## config.mk

```make
export PLATFORM = sky130hd
export DESIGN_NAME = artec_dma_frame_ctrl
export DESIGN_NICKNAME = d
export VERILOG_FILES = /design/src/rtl/artec_dma_pkg.sv /design/src/rtl/artec_dma_ch_pick.sv /design/src/rtl/artec_dma_frame_ctrl.sv
export SDC_FILE = /design/constraint.sdc
export NUM_CORES = 1
export LEC_CHECK = 0
export ABC_AREA = 1
export CAP_MARGIN = 20
export CORE_AREA = 2 2 332 334
export CTS_CLUSTER_DIAMETER = 200
export DETAILED_ROUTE_END_ITERATION = 10
export DIE_AREA = 0 0 334 336
export PLACE_DENSITY_LB_ADDON = 0.25
export REMOVE_ABC_BUFFERS = 1
export SLEW_MARGIN = 20
export SYNTH_ARGS = -nofsm -noshare
export SYNTH_HDL_FRONTEND = slang
export SYNTH_SLANG_ARGS = --single-unit
```

## constraint.sdc

```tcl
create_clock -name clk -period 7.9 [get_ports clk]
set_clock_uncertainty 0.15 [all_clocks]
set_input_delay 1.58 -clock clk [delete_from_list [all_inputs] [get_ports clk]]
set_output_delay 1.58 -clock clk [all_outputs]
set_load 0.02 [all_outputs]
```

## src/rtl/artec_dma_pkg.sv

```systemverilog
// Shared types for the AXIS-to-AXI DMA: register-block settings bundle,
// frame sequencer state encoding and write-descriptor layout.
`timescale 1ns/1ps
package artec_dma_pkg;
  localparam int PKG_CH_NUM     = 6;
  localparam int PKG_FB_NUM     = 8;
  localparam int PKG_STATUS_CH  = PKG_CH_NUM;
  localparam int PKG_STATUS_LEN = 4;

  typedef struct packed {
    logic        enable;
    logic [31:0] offset;
    logic [31:0] channel_size;
  } channel_t;

  typedef struct packed {
    logic                         start;
    logic                         stop;
    logic                         clear;
    logic [PKG_FB_NUM-1:0][31:0]  framebuffer_addr;
    logic [31:0]                  status_addr;
    channel_t [PKG_CH_NUM-1:0]    channel;
  } settings_t;

  typedef enum logic [2:0] {
    ST_IDLE,
    ST_PICK,
    ST_ISSUE,
    ST_WAIT,
    ST_STS_ISSUE,
    ST_STS_WAIT
  } frame_state_e;

  typedef struct packed {
    logic [31:0] addr;
    logic [31:0] len;
    logic [2:0]  ch;
    logic [31:0] data;
  } desc_t;
endpackage

```

## src/rtl/artec_dma_ch_pick.sv

```systemverilog
// Combinational finder: lowest channel index >= start_i that is enabled and
// has a non-zero transfer size.
`timescale 1ns/1ps
module artec_dma_ch_pick
  import artec_dma_pkg::*;
#(
  parameter int CH_NUM = PKG_CH_NUM,
  parameter int IDX_W  = 3
) (
  input  logic [CH_NUM-1:0] en_i,
  input  logic [CH_NUM-1:0] nz_i,
  input  logic [IDX_W-1:0]  start_i,
  output logic              found_o,
  output logic [IDX_W-1:0]  idx_o
);
  // Scan from the top so the lowest qualifying index is the last one written.
  always_comb begin
    found_o = 1'b0;
    idx_o   = '0;
    for (int i = CH_NUM - 1; i >= 0; i--) begin
      if (en_i[i] && nz_i[i] && (IDX_W'(i) >= start_i)) begin
        found_o = 1'b1;
        idx_o   = IDX_W'(i);
      end
    end
  end
endmodule

```

## src/rtl/artec_dma_frame_ctrl.sv

```systemverilog
// Frame sequencer: walks frame buffers round-robin issuing one write descriptor per
// enabled channel. Per-frame status write is built when ARTEC_DMA_FRAME_STATUS_EN is defined.
`timescale 1ns/1ps
module artec_dma_frame_ctrl
  import artec_dma_pkg::*;
#(
  parameter int CH_NUM = PKG_CH_NUM,
  parameter int FB_NUM = PKG_FB_NUM
) (
  input  logic        clk,
  input  logic        rstn,
  input  settings_t   settings_i,
  output logic        desc_valid_o,
  input  logic        desc_ready_i,
  output logic [31:0] desc_addr_o,
  output logic [31:0] desc_len_o,
  output logic [2:0]  desc_ch_o,
  output logic [31:0] desc_data_o,
  input  logic        done_i,
  input  logic        done_err_i,
  output logic        stop_o,
  output logic [31:0] frame_status_o,
  output logic [31:0] frame_number_o
);
  localparam int CHW = $clog2(CH_NUM + 1);
  localparam int FBW = (FB_NUM > 1) ? $clog2(FB_NUM) : 1;

  frame_state_e   state_q, state_d;
  logic [CHW-1:0] ch_q, ch_d;
  logic [FBW-1:0] fb_q, fb_d, fb_next;
  logic           err_q, err_d;
  logic           stop_pend_q, stop_pend_d;
  logic [31:0]    frame_num_q, frame_num_d;
  desc_t          desc_q, desc_d;
  logic           frame_done;

  logic [CH_NUM-1:0] en_mask, nz_mask;
  logic [CHW-1:0]    pick_start, pick_idx;
  logic              pick_found;
  logic [31:0]       sel_off, sel_size, sel_fb;

  // In WAIT the finder looks one past the current channel, so the last done_i
  // of a frame can be recognised without another trip through PICK.
  assign pick_start = (state_q == ST_WAIT) ? ch_q + CHW'(1) : ch_q;
  assign fb_next    = (fb_q == FBW'(FB_NUM - 1)) ? '0 : fb_q + FBW'(1);

  artec_dma_ch_pick #(.CH_NUM(CH_NUM), .IDX_W(CHW)) u_pick (
    .en_i    (en_mask),
    .nz_i    (nz_mask),
    .start_i (pick_start),
    .found_o (pick_found),
    .idx_o   (pick_idx)
  );

  always_comb begin
    en_mask  = '0;
    nz_mask  = '0;
    sel_off  = '0;
    sel_size = '0;
    sel_fb   = '0;
    for (int i = 0; i < CH_NUM; i++) begin
      en_mask[i] = settings_i.channel[i].enable;
      nz_mask[i] = |settings_i.channel[i].channel_size;
      if (pick_idx == CHW'(i)) begin
        sel_off  = settings_i.channel[i].offset;
        sel_size = settings_i.channel[i].channel_size;
      end
    end
    for (int j = 0; j < FB_NUM; j++) begin
      if (fb_q == FBW'(j)) sel_fb = settings_i.framebuffer_addr[j];
    end
  end

`ifndef ARTEC_DMA_FRAME_STATUS_EN
  logic unused_status_addr;
  assign unused_status_addr = ^settings_i.status_addr;
`endif

  always_comb begin
    state_d     = state_q;
    ch_d        = ch_q;
    fb_d        = fb_q;
    err_d       = err_q;
    stop_pend_d = stop_pend_q;
    frame_num_d = frame_num_q;
    desc_d      = desc_q;
    frame_done  = 1'b0;
    if (state_q != ST_IDLE && settings_i.stop) stop_pend_d = 1'b1;
    case (state_q)
      ST_IDLE: begin
        if (settings_i.start) begin
          ch_d        = '0;
          fb_d        = '0;
          err_d       = 1'b0;
          stop_pend_d = 1'b0;
          state_d     = ST_PICK;
        end
      end
      ST_PICK: begin
        if (pick_found) begin
          desc_d.addr = sel_fb + sel_off;
          desc_d.len  = sel_size;
          desc_d.ch   = 3'(pick_idx);
          desc_d.data = '0;
          ch_d        = pick_idx;
          state_d     = ST_ISSUE;
        end else begin
`ifdef ARTEC_DMA_FRAME_STATUS_EN
          desc_d.addr = settings_i.status_addr;
          desc_d.len  = 32'(PKG_STATUS_LEN);
          desc_d.ch   = 3'(CH_NUM);
          desc_d.data = {err_q, 15'b0, 8'(fb_q), frame_num_q[7:0]};
          state_d     = ST_STS_ISSUE;
`else
          frame_done  = 1'b1;
`endif
        end
      end
      ST_ISSUE: if (desc_ready_i) state_d = ST_WAIT;
      ST_WAIT: begin
        if (done_i) begin
          err_d = err_q | done_err_i;
          ch_d  = ch_q + CHW'(1);
`ifdef ARTEC_DMA_FRAME_STATUS_EN
          state_d = ST_PICK;
`else
          if (pick_found) state_d = ST_PICK;
          else            frame_done = 1'b1;
`endif
        end
      end
`ifdef ARTEC_DMA_FRAME_STATUS_EN
      ST_STS_ISSUE: if (desc_ready_i) state_d = ST_STS_WAIT;
      ST_STS_WAIT:  if (done_i) frame_done = 1'b1;
`endif
      default: state_d = ST_IDLE;
    endcase
    if (frame_done) begin
      frame_num_d = frame_num_q + 32'd1;
      fb_d        = fb_next;
      ch_d        = '0;
      state_d     = (stop_pend_q || settings_i.stop) ? ST_IDLE : ST_PICK;
    end
    // clear overrides everything, including a descriptor still waiting for ready.
    if (settings_i.clear) begin
      state_d     = ST_IDLE;
      ch_d        = '0;
      fb_d        = '0;
      err_d       = 1'b0;
      stop_pend_d = 1'b0;
      frame_num_d = '0;
      desc_d      = '0;
    end
  end

  always_ff @(posedge clk or negedge rstn) begin
    if (!rstn) begin
      state_q     <= ST_IDLE;
      ch_q        <= '0;
      fb_q        <= '0;
      err_q       <= 1'b0;
      stop_pend_q <= 1'b0;
      frame_num_q <= '0;
      desc_q      <= '0;
    end else begin
      state_q     <= state_d;
      ch_q        <= ch_d;
      fb_q        <= fb_d;
      err_q       <= err_d;
      stop_pend_q <= stop_pend_d;
      frame_num_q <= frame_num_d;
      desc_q      <= desc_d;
    end
  end

  assign desc_valid_o   = ((state_q == ST_ISSUE) || (state_q == ST_STS_ISSUE)) && !settings_i.clear;
  assign desc_addr_o    = desc_q.addr;
  assign desc_len_o     = desc_q.len;
  assign desc_ch_o      = desc_q.ch;
  assign desc_data_o    = desc_q.data;
  assign stop_o         = (state_q == ST_IDLE);
  assign frame_status_o = {err_q, (state_q != ST_IDLE), 22'b0, 8'(fb_q)};
  assign frame_number_o = frame_num_q;
endmodule

```

# Word level (Yosys, flattened, before mapping)
# Cells that the tools add are included.
# totals
reg_bits,142
latch_bits,0
mem_bits_rw,0
mem_bits_ro,0
inputBits,686
output_inout_bits,165
elab_cells,151
mem_count,0
# classes
n_addsub,4
n_mul,0
div_mod_pow,0
magnitude_cmp,6
eq_ne,23
shift,0
mux,68
bitwise_logic,1
reduce_logical,39
# ops
op,n
2-to-1 mux 32 bit,22
2-to-1 mux 99 bit,3
OR reduction 32 bit,6
2-to-1 mux 3 bit,23
adder 32 x 1 -> 32 bit (second input constant),1
adder 32 bit,1
equality test 3 bit (second input constant),7
equality test 3 x 2 -> 1 bit (second input constant),6
2-to-1 mux 1 bit,16
!= test 4 bit (second input constant),4
logical AND 1 bit,14
case mux 3 bit (4 select lines),1
nonzero test 3 bit,4
equality test 3 x 1 -> 1 bit (second input constant),3
zero test 3 bit,3
case mux 3 bit (3 select lines),1
adder 3 x 1 -> 3 bit (second input constant),2
greater-or-equal comparator 1 x 3 -> 1 bit (first input constant),2
greater-or-equal comparator 2 x 3 -> 1 bit (first input constant),2
greater-or-equal comparator 3 bit (first input constant),2
!= test 3 bit (second input constant),2
nonzero test 2 bit,3
AND reduction 5 bit,1
nonzero test 5 bit,1
other kinds (8),11

# Depth between registers and ports, before layout
# logic_depth
word_depth,21
mapped_depth,37
depth_no_buf,36

# Modules after synthesis
# Synthesis repeated with hierarchy kept, for this count alone.
# unflattened
hier_cells,2007
hier_area_um2,12520.8
# modules_own_cells
module,instances,cells_per_inst,area_per_inst_um2,seq_area_each_um2
artec_dma_frame_ctrl,1,1980,12388.1,2727.6
artec_dma_ch_pick,1,27,132.6,0.0

# Worst setup path after synthesis
# No wires, ideal clock.
# synth_path
path_type,in2reg
start,in settings_i[22] (netlist name)
end,reg desc_q (netlist bit desc_addr_o[29])
setup_ns,0.127
arrival_ns,4.911
required_ns,7.623
path_slack_ns,2.712
path_stages,27
path_buffers,3
cell_sequence,nor2_1 > nand2_1 > nor2_1 > nand2_1 > nor2_1 > nor2_4 > nor2_4 > nand2_4 > nor2_8 > nand3_1 > buf_4 > buf_6 > buf_4 > nor2_1 > nor2_1 > ha_1 > nand3_1 > nand2_1 > a21oi_1 > o21ai_0 > nand3_1 > nand2_1 > a21oi_1 > o21ai_0 > nand3_1 > a21oi_1 > o21ai_0
# synth_via
elab_chain_len,15
elab_cells_between_ends,23
cone_classes,add/sub (1); eq/ne (5); mux (11); reduce/logical (6)
# synth_rtl
element,line,rtl
start: declaration,artec_dma_frame_ctrl.sv:12,"input settings_t settings_i,"
OR reduction 32 bit *,artec_dma_frame_ctrl.sv:63,nz_mask[i] = |settings_i.channel[i].channel_size;
logical AND 1 bit * (2 in a row),artec_dma_ch_pick.sv:21,if (en_i[i] && nz_i[i] && (IDX_W'(i) >= start_i)) begin
2-to-1 mux 3 bit,artec_dma_ch_pick.sv:21,
zero test 3 bit,artec_dma_frame_ctrl.sv:64,if (pick_idx == CHW'(i)) begin
2-to-1 mux 32 bit (6 in a row),artec_dma_frame_ctrl.sv:64,
adder 32 bit,artec_dma_frame_ctrl.sv:101,desc_d.addr = sel_fb + sel_off;
2-to-1 mux 99 bit,artec_dma_frame_ctrl.sv:100,if (pick_found) begin
2-to-1 mux 99 bit,artec_dma_frame_ctrl.sv:89,case (state_q)
2-to-1 mux 99 bit,artec_dma_frame_ctrl.sv:145,if (settings_i.clear) begin
end signal: assignment,artec_dma_frame_ctrl.sv:172,desc_q <= desc_d;
end: declaration,artec_dma_frame_ctrl.sv:34,"desc_t desc_q, desc_d;"
# Every way passes the cells marked *; elsewhere a longest branch is shown, timed or not. The select of a mux whose other input is x is not followed.
# A chain may end at the register's enable or synchronous reset.

# Final worst setup path
# layout_path
start,in settings_i[6] (netlist name)
end,reg desc_q (netlist bit desc_addr_o[20])
# Same word-level chain as after synthesis.

==> results.txt <==
Leak = 9.19 nW
Rel. slew slack = 0.355
worst slew pin tran = 0.964 ns
initial antenna violation count = 13
Post-Synth Adder-Cell Area = 0.0447
largest family of logic cells by synthesized area = simple AND/OR/NAND/NOR gates
final wirelength = 95600 µm
Seq/Total Area, Yosys = 0.209
commonest cells in the netlist = nand2_1, nor2_1, nand3_1, o21ai_0, inv_1
worst reg2reg path depth = 31
hold path endpoint = desc_len_o[14]$_DFFE_PN0P_
core area = 0.108 mm²
Post-synth EDFFs = 0
GP Congestion = 0.904
Layout Cells excl Fill = 4329
Final Hold Viols = 0
post-synthesis compound-gate area fraction = 0.222
Tot Pwr = 4.57 mW
Max Freq = 142 MHz
Max Slew Vio Count = 0
Top-Level Pins = 851
number of nets in the layout = 3634
synth top area cells = dfrtp_1, nand2_1, nand3_1, nor2_1, o21ai_0
max incr delay on CP = 0.43 ns
RSZ-0062 raised after global routing = false
mapped cell area = 0.0130 mm²
Final ANT Viol Nets = 0
DP HPWL = 80200 µm
largest net degree at the start of global routing = 63
Critical Path End Type = flop
dominant cell type by area after synthesis = dfrtp_1
DR DRC count = 0
most instantiated library cell after synthesis = nand2_1
Synth Flop Type = dfrtp_1
area of the die = 0.112 mm²
Overflow after GRT = 0
arrival time at the worst endpoint = 7.18 ns
worst vdd ir = 0.109 mV
die height = 336 µm
reg2reg end = desc_addr_o[20]$_DFFE_PN0P_
clock sink count = 109
Seq cells post-synth = 109
crit path kind = in2reg
Vias = 17900
row count = 121
Die X = 334 µm
Final Critical Period = 7.05 ns
flop2flop setup slack = 1.96 ns
Post-CTS Setup Inserts = 0
CTS Hold Bufs = 0
most frequent CP cell = nand2_1
layout cells sized above 1 = 0.0437
Post-Syn Instances = 2200
Yosys warnings = 0
Hold Path Origin = desc_len_o[14]$_DFFE_PN0P_
CTS H-tree depth = 3
post-route clock period utilization = 0.892
clock latency at the later pin of the worst-skew pair = 0.41 ns
Finish-stage setup viols = 0
port bufs = 759
CP Max Fanout = 15
Synth Area in XOR/XNOR = 0.0107
Hold WC Path Type = reg2reg
top cell type's share of synthesized area = 0.209
Yosys cell types = 57
DR vias/cell = 4.13
setup TNS = 0 ns
gr usage total = 0.162
routed len/inst = 22.1 µm
number of global-route vias before repair = 17300
FFs w/ async S/R, synth = 1.00
Max Cap Viol = 0
hold path cells = 2
Post-Synth Simple-Gate Area = 0.387
clock buffer depth = 2
mux contribution to synthesized area = 0.000768
CTS Root Cell = clkbuf_16
CTS resizes = 0
Worst setup SP type = input pin
status = finished, final reports clean
initial core utilization = 0.120
Reg2Reg Launch Point = state_q[1]$_DFFE_PN0P_
DR iter-0 viols = 1196
area delta synth->final = 72.3%
Mapped Avg Cell Area = 5.93 µm²
CTS tree = built
power density over the cells = 203 mW/mm²
Slowest-stage cell, CP = clkdlybuf4s50_1
Critical Path RT = 8.03 ns
DR pass1 iterations = 5
cts bufs inserted = 9
Worst-path clk slew = 0.09 ns
fin util = 0.207
Placed Cells = 4305
first-pass GRT wire length = 129000 µm
[cells by family (layout without fill, tap and decap cells)]
logic type,Yosys count,after routing
DFF,109,109
and+or+nand+nor,1178,1178
muxes,1,1
AOI/OAI and AO/OA,502,502
xor gates and xnor gates,16,16
adders and majority gates,46,46
buffers and inverters,347,996
other,1,67
[sequential cells by signal, indices dropped and copies added, names as in the netlist]
| register | count |
|---|---|
| err_q | 1 |
| ch_q | 3 |
| frame_number_o | 32 |
| desc_len_o | 32 |
| desc_ch_o | 3 |
| fb_q | 3 |
| desc_addr_o | 32 |
| state_q | 2 |
| stop_pend_q | 1 |
[worst max-delay path, delay by kind of cell]
| kind | cells | cell delay (ns) |
|---|---|---|
| buffers and inverters | 5 | 1.07 |
| adder cells (fa/ha/maj) | 1 | 0.36 |
| AND/OR/NAND/NOR | 18 | 2.83 |
| AO/OA/AOI/OAI | 6 | 1.30 |
[where the power goes]
part           switching, mW  total, mW  internal [mW]
combinational           2.04       3.25           1.21
clock                  0.306      0.535          0.229
sequential            0.0913      0.784          0.692
[metrics by stage]
stage / cell area (µm²) / hold WS (ns) / setup WS, ns
floorplan: 12300 / 0.391 / 1.53
global placement: 22100 / 0.313 / 0.477
detailed placement: 22100 / 0.316 / 0.470
CTS: 22400 / 0.339 / 0.918
global route: 22400 / 0.356 / 0.519
finish: 22500 / 0.335 / 0.854
[layout by cell type, fill, tap and decap left out, types with 3 or more instances in the layout]
cell type        count
dfrtp_1            109
o21ai_4              3
xnor2_1              7
o211ai_1            64
inv_2               16
nor2_4               5
clkbuf_16            9
o31ai_1              5
xor2_1               9
buf_4               44
inv_8                3
a211oi_1            22
diode_2              8
clkdlybuf4s50_1    758
nand3b_1             5
nand3_1            208
nor2_2               5
buf_12               7
a21oi_1            128
inv_1              152
nor3_1              19
o22ai_1              7
conb_1              59
o21ai_1             28
nand2_2             11
nor2_1             269
o21bai_1             6
o21ai_0            188
nand2_1            587
ha_1                45
nor4_1               6
a31oi_1             37
nor3_2               4
nand4_1             44
[worst max path at each step]
| stage | startpoint | end | slack [ns] | cells past startpoint |
|---|---|---|---|---|
| after floorplan | settings_i[22] | desc_addr_o[24]$_DFFE_PN0P_ | 1.53 | 28 |
| after detailed placement | settings_i[6] | desc_addr_o[20]$_DFFE_PN0P_ | 0.47 | 30 |
| final | settings_i[6] | desc_addr_o[20]$_DFFE_PN0P_ | 0.85 | 30 |
| after global placement | settings_i[6] | desc_addr_o[20]$_DFFE_PN0P_ | 0.48 | 30 |
| after CTS | settings_i[6] | desc_addr_o[20]$_DFFE_PN0P_ | 0.92 | 30 |
| after global routing | settings_i[6] | desc_addr_o[20]$_DFFE_PN0P_ | 0.52 | 30 |
[cell type report]
cell class	count	area [µm²]
clock inverter	7	83.8
fill	12400	85900
inverter	170	638
tap	1414	1770
clock buffer	9	225
multi-input combinational	1802	8930
sequential	109	2730
timing repair buffer	810	8070
antenna	8	20.0
[layer usage]
layer	wire length (µm)	vias to the layer above	GRT usage
li1	-	8717	-
met1	39900	8383	0.197
met2	46000	695	0.279
met3	7570	86	0.0497
met4	2080	10	0.0410
met5	60	-	0
(Power assumes the default switching activity.)
==> RTL edit 1, RTL diff (config.mk and constraints unchanged) <==
The package constant `PKG_FB_NUM` goes from 8 to 16.
--- a/src/rtl/artec_dma_pkg.sv
+++ b/src/rtl/artec_dma_pkg.sv
@@ -3,7 +3,7 @@
 `timescale 1ns/1ps
 package artec_dma_pkg;
   localparam int PKG_CH_NUM     = 6;
-  localparam int PKG_FB_NUM     = 8;
+  localparam int PKG_FB_NUM     = 16;
   localparam int PKG_STATUS_CH  = PKG_CH_NUM;
   localparam int PKG_STATUS_LEN = 4;
 
Ports: changed (resized settings_i); port bits go from 851 to 1107. The function was not compared with the original's and may differ.
==> RTL edit 1 against the original RTL <==
Cell area up 23%; sequential cell count increased by 1; setup slack got worse by 380 ps; global-route usage increased by 7.6 points; count of clock-buffer cells in the layout up 1; routed wire length is 47% higher; synthesized area rose by 19%; power is 7.0% higher; core utilization up 4.8 points; critical path type unchanged; largest power group unchanged.
==> RTL edit 1: results <==
metrics = {
    "final_layout": {
        "layout-drive-gt1-share": 0.04593,
        "nets": 4704,
    },
    "routing": {
        "via_count": 23346,
        "routedWlPerCell_um": 27.21,
        "first_iter_violations": 1597,
        "routed_via_density": 4.524,
    },
    "placement": {
        "numPlacedInstances": 5121,
        "dp_hpwl_um": 120800,
        "pre_cts_slack_ps": -67.27,
        "port-buffer-count": 1016,
    },
    "critical_path": {
        "slowest_delay_ps": 450,
        "cp.arrival_ps": 7570,
        "setup.worst_path.start": "settings_i[12]",
        "reg2reg_from": "fb_q[0]",
        "worstPathMaxFanout": 11,
    },
    "synthesis": {
        "synth.cells.most_frequent": "nand2_1 (792), nand3_1 (363), nor2_1 (355)",
        "synth_area_leaders": "nand2_1 (19%), dfrtp_1 (18%), nand3_1 (12%), nor2_1 (8.6%), a21oi_1 (7.1%)",
        "seq_area_frac_synth": 0.1768,
    },
    "global_routing": {
        "track_usage": 0.2381,
        "antenna_found_initial": 76,
        "grt_pass1_wl_um": 185900,
        "grt_max_degree": 60,
    },
    "min_path": {
        "hold_start": "desc_len_o[12]",
    },
    "power_and_ir_drop": {
        "vdd_drop_max_v": 0.0001219,
    },
    "status": {
        "status": "completed",
    },
}
[RTL edit 1: cell count changes after synthesis, sizes merged, moves of 28 or more]
cell and delta:
a21oi +91, clkbuf +28, inv +50, nand2 +202, nand3 +154, nor2 +86
o21ai -82
[RTL edit 1: path summary, 6_finish.rpt]
kind | slack [ps] | depth (start not counted) | to
max | 480 | 33 | desc_addr_o[30]
min | 330 | 2 | desc_len_o[12]
max reg2reg | 1360 | 37 | desc_addr_o[30]
min reg2reg | 330 | 2 | desc_len_o[12]
max in group asynchronous | 5340 | 2 | desc_addr_o[16]
min in group asynchronous | 1000 | 1 | stop_pend_q
[RTL edit 1: what timing repair did]
action,4_1_cts,5_1_grt
buffers inserted,0,0
hold buffers,0,0
gates resized for setup,0,1
hold endpoints to repair,0,0
endpoints found under the setup margin,0,2
[RTL edit 1: metal layers]
metal  GRT usage  part of all wire  up-vias
met1      0.2682              0.38    11042
met3     0.05917             0.077      162
met2      0.4388              0.52     1020
li1            -                 -    11078
met4     0.07198             0.021       44
met5           0            0.0019        -
[RTL edit 1: cell families after synthesis]
family | after synthesis | synth area share
simple gates | 1632 | 0.4451
fa+ha+maj | 44 | 0.03585
other cells | 1 | 0.0002409
xor+xnor | 21 | 0.01182
buf+inv | 439 | 0.1256
flops | 110 | 0.1768
compound gates | 534 | 0.2046
[RTL edit 1: worst max-delay path: cells and delay by family]
kind	cells	cell delay, ps
AO/OA/AOI/OAI	10	1980
adder cells (fa/ha/maj)	2	610
buffers and inverters	8	1530
AND/OR/NAND/NOR	13	1850
[RTL edit 1: metrics by stage]
step | total power, µW | cell area (µm²) | setup TNS (ps)
6_report | 4886 | 27650 | 0
5_1_grt | 5216 | 27620 | 0
4_1_cts | 4921 | 27590 | 0
3_5_place_dp | 4360 | 27290 | -121.2
3_3_place_gp | 4365 | 27290 | -170.1
2_1_floorplan | 2446 | 14660 | -16280
[RTL edit 1: final cells by class]
class / count / area, µm² / share of cell area
Clock buffer: 10 / 229.0 / 0.008282
Inverter: 223 / 840.8 / 0.03041
Sequential cell: 110 / 2753 / 0.09957
Tap cell: 1414 / 1769 / 0.06400
Timing Repair Buffer: 1085 / 10750 / 0.3887
Multi-Input combinational cell: 2289 / 11180 / 0.4045
Clock inverter: 6 / 67.56 / 0.002444
Antenna cell: 23 / 57.56 / 0.002082
[RTL edit 1: report_power, final]
group	switching, µW	total [µW]	internal (µW)
combinational	2200	3570	1380
clock	277	527	250
sequential	88.5	787	698
total	2560	4890	2320
==> RTL edit 2, RTL diff (config.mk and constraints unchanged) <==
Made on the original files. The 6 states of `frame_state_e` get a Gray code encoding in 3 bits.
--- a/src/rtl/artec_dma_pkg.sv
+++ b/src/rtl/artec_dma_pkg.sv
@@ -23,12 +23,12 @@
   } settings_t;
 
   typedef enum logic [2:0] {
-    ST_IDLE,
-    ST_PICK,
-    ST_ISSUE,
-    ST_WAIT,
-    ST_STS_ISSUE,
-    ST_STS_WAIT
+    ST_IDLE      = 3'b000,
+    ST_PICK      = 3'b001,
+    ST_ISSUE     = 3'b011,
+    ST_WAIT      = 3'b010,
+    ST_STS_ISSUE = 3'b110,
+    ST_STS_WAIT  = 3'b111
   } frame_state_e;
 
   typedef struct packed {
Formal check against the unedited RTL: same outputs for any inputs over 4 cycles, from zero or initial values and one cycle with rstn low; so few cycles prove little.
==> RTL edit 2 against the original RTL <==
Fmax down 7.4%; global-route usage fell by 0.059 points; synthesized area is 0.83% lower; setup slack got worse by 570 ps; count of clock-buffer cells in the layout unchanged; combinational power fell by 16%; power shrank 11%; register-to-register slack got worse by 590 ps; routed wire length fell by 0.52%; sequential cell count unchanged; cell area about the same.
==> RTL edit 2: results <==
metrics = {
    "critical_path": {
        "slowest_delay_ps": 1150,
        "slowest_stage": "a221oi_1",
        "cp.arrival_ps": 7740,
        "regToRegSetupSlack_ps": 1370,
    },
    "synthesis": {
        "synth_area_leaders": "dfrtp_1 (21%), nand2_1 (16%), nor2_1 (8.1%), o21ai_0 (6.7%), nand3_1 (5.8%)",
        "synth-xor-area-share": 0.01965,
        "seq_area_frac_synth": 0.2110,
        "synthAdderAreaFrac": 0.04607,
        "synthMuxAreaShare": 0,
        "synth_cell_type_count": 51,
        "synth_compound_area_frac": 0.2316,
        "syn_avg_cell_area_um2": 5.999,
    },
    "global_routing": {
        "grt_pass1_wl_um": 128700,
        "grt_max_degree": 73,
        "grt_pass1_vias": 17325,
        "antenna_found_initial": 20,
        "track_usage": 0.1618,
    },
    "routing": {
        "routed_via_density": 4.118,
        "via_count": 17718,
        "first_iter_violations": 1054,
    },
    "power_and_ir_drop": {
        "p_leak_uw": 0.009061,
        "intPower_uw": 2023,
    },
    "status": {
        "status": "completed",
    },
    "placement": {
        "numPlacedInstances": 4279,
        "globalplace.congestion": 0.9159,
        "dp_hpwl_um": 80380,
        "pre_cts_slack_ps": 197.0,
    },
    "final_layout": {
        "fillers": 12360,
        "layout-drive-gt1-share": 0.04165,
        "nets": 3609,
    },
    "timing": {
        "fin_ws_ps": 287.6,
    },
}
## RTL edit 2: power by group through the flow
stage,combinational [µW],sequential (µW),clock (µW)
2_1_floorplan,1110,915,0
3_3_place_gp,2770,786,0
3_5_place_dp,2760,787,0
4_1_cts,2770,779,580
5_1_grt,2980,796,591
6_report,2730,777,544
## RTL edit 2: cell families (layout without fill, tap and decap cells)
group           count (synthesis)  after routing
compound gates                485            485
xor+xnor                       29             29
fa+ha+maj                      47             47
buf+inv                       376           1044
flops                         109            109
other cells                     1             67
simple gates                 1108           1108
## RTL edit 2: final cells by class
| class | instances | area, µm² | area share |
|---|---|---|---|
| Inverter | 197 | 739.5 | 0.03292 |
| Antenna cell | 8 | 20.02 | 0.0008913 |
| Timing Repair Buffer | 831 | 8159 | 0.3633 |
| Tap cell | 1414 | 1769 | 0.07877 |
| Multi-Input combinational cell | 1728 | 8721 | 0.3883 |
| Sequential cell | 109 | 2728 | 0.1214 |
| Clock buffer | 9 | 225.2 | 0.01003 |
| Clock inverter | 7 | 98.84 | 0.004401 |
## RTL edit 2: layer usage
metal	vias up	share of wire	track usage
met5	-	0.0011	0
met3	80	0.064	0.03564
met2	658	0.46	0.2628
li1	8672	-	-
met4	18	0.020	0.03862
met1	8290	0.46	0.2169
## RTL edit 2: worst max-delay path, delay by kind of cell
| family | cells | cell delay (ps) |
|---|---|---|
| adder cells (fa/ha/maj) | 1 | 480 |
| AND/OR/NAND/NOR | 17 | 2320 |
| AO/OA/AOI/OAI | 5 | 2090 |
| buffers and inverters | 6 | 1240 |
## RTL edit 2: per-stage QoR
step,util,total power (µW),hold slack (ps),cell area [µm²]
floorplan,-,2025,324.2,12160
global placement,0.2040,3556,311.5,22120
detailed placement,0.2040,3551,314.2,22120
CTS,0.2070,4133,338.7,22440
global route,0.2072,4367,344.2,22460
finish,0.2072,4048,336.1,22460
## RTL edit 2: final timing paths
path,start,end,cells after the start
setup reg to reg,state_q[0],desc_addr_o[30],29
setup / recovery,settings_i[159],desc_addr_o[30],29
max in group asynchronous,rstn,desc_addr_o[0],2
hold / removal,desc_len_o[31],desc_len_o[31],2
min in group asynchronous,rstn,desc_len_o[11],1
hold reg to reg,desc_len_o[31],desc_len_o[31],2
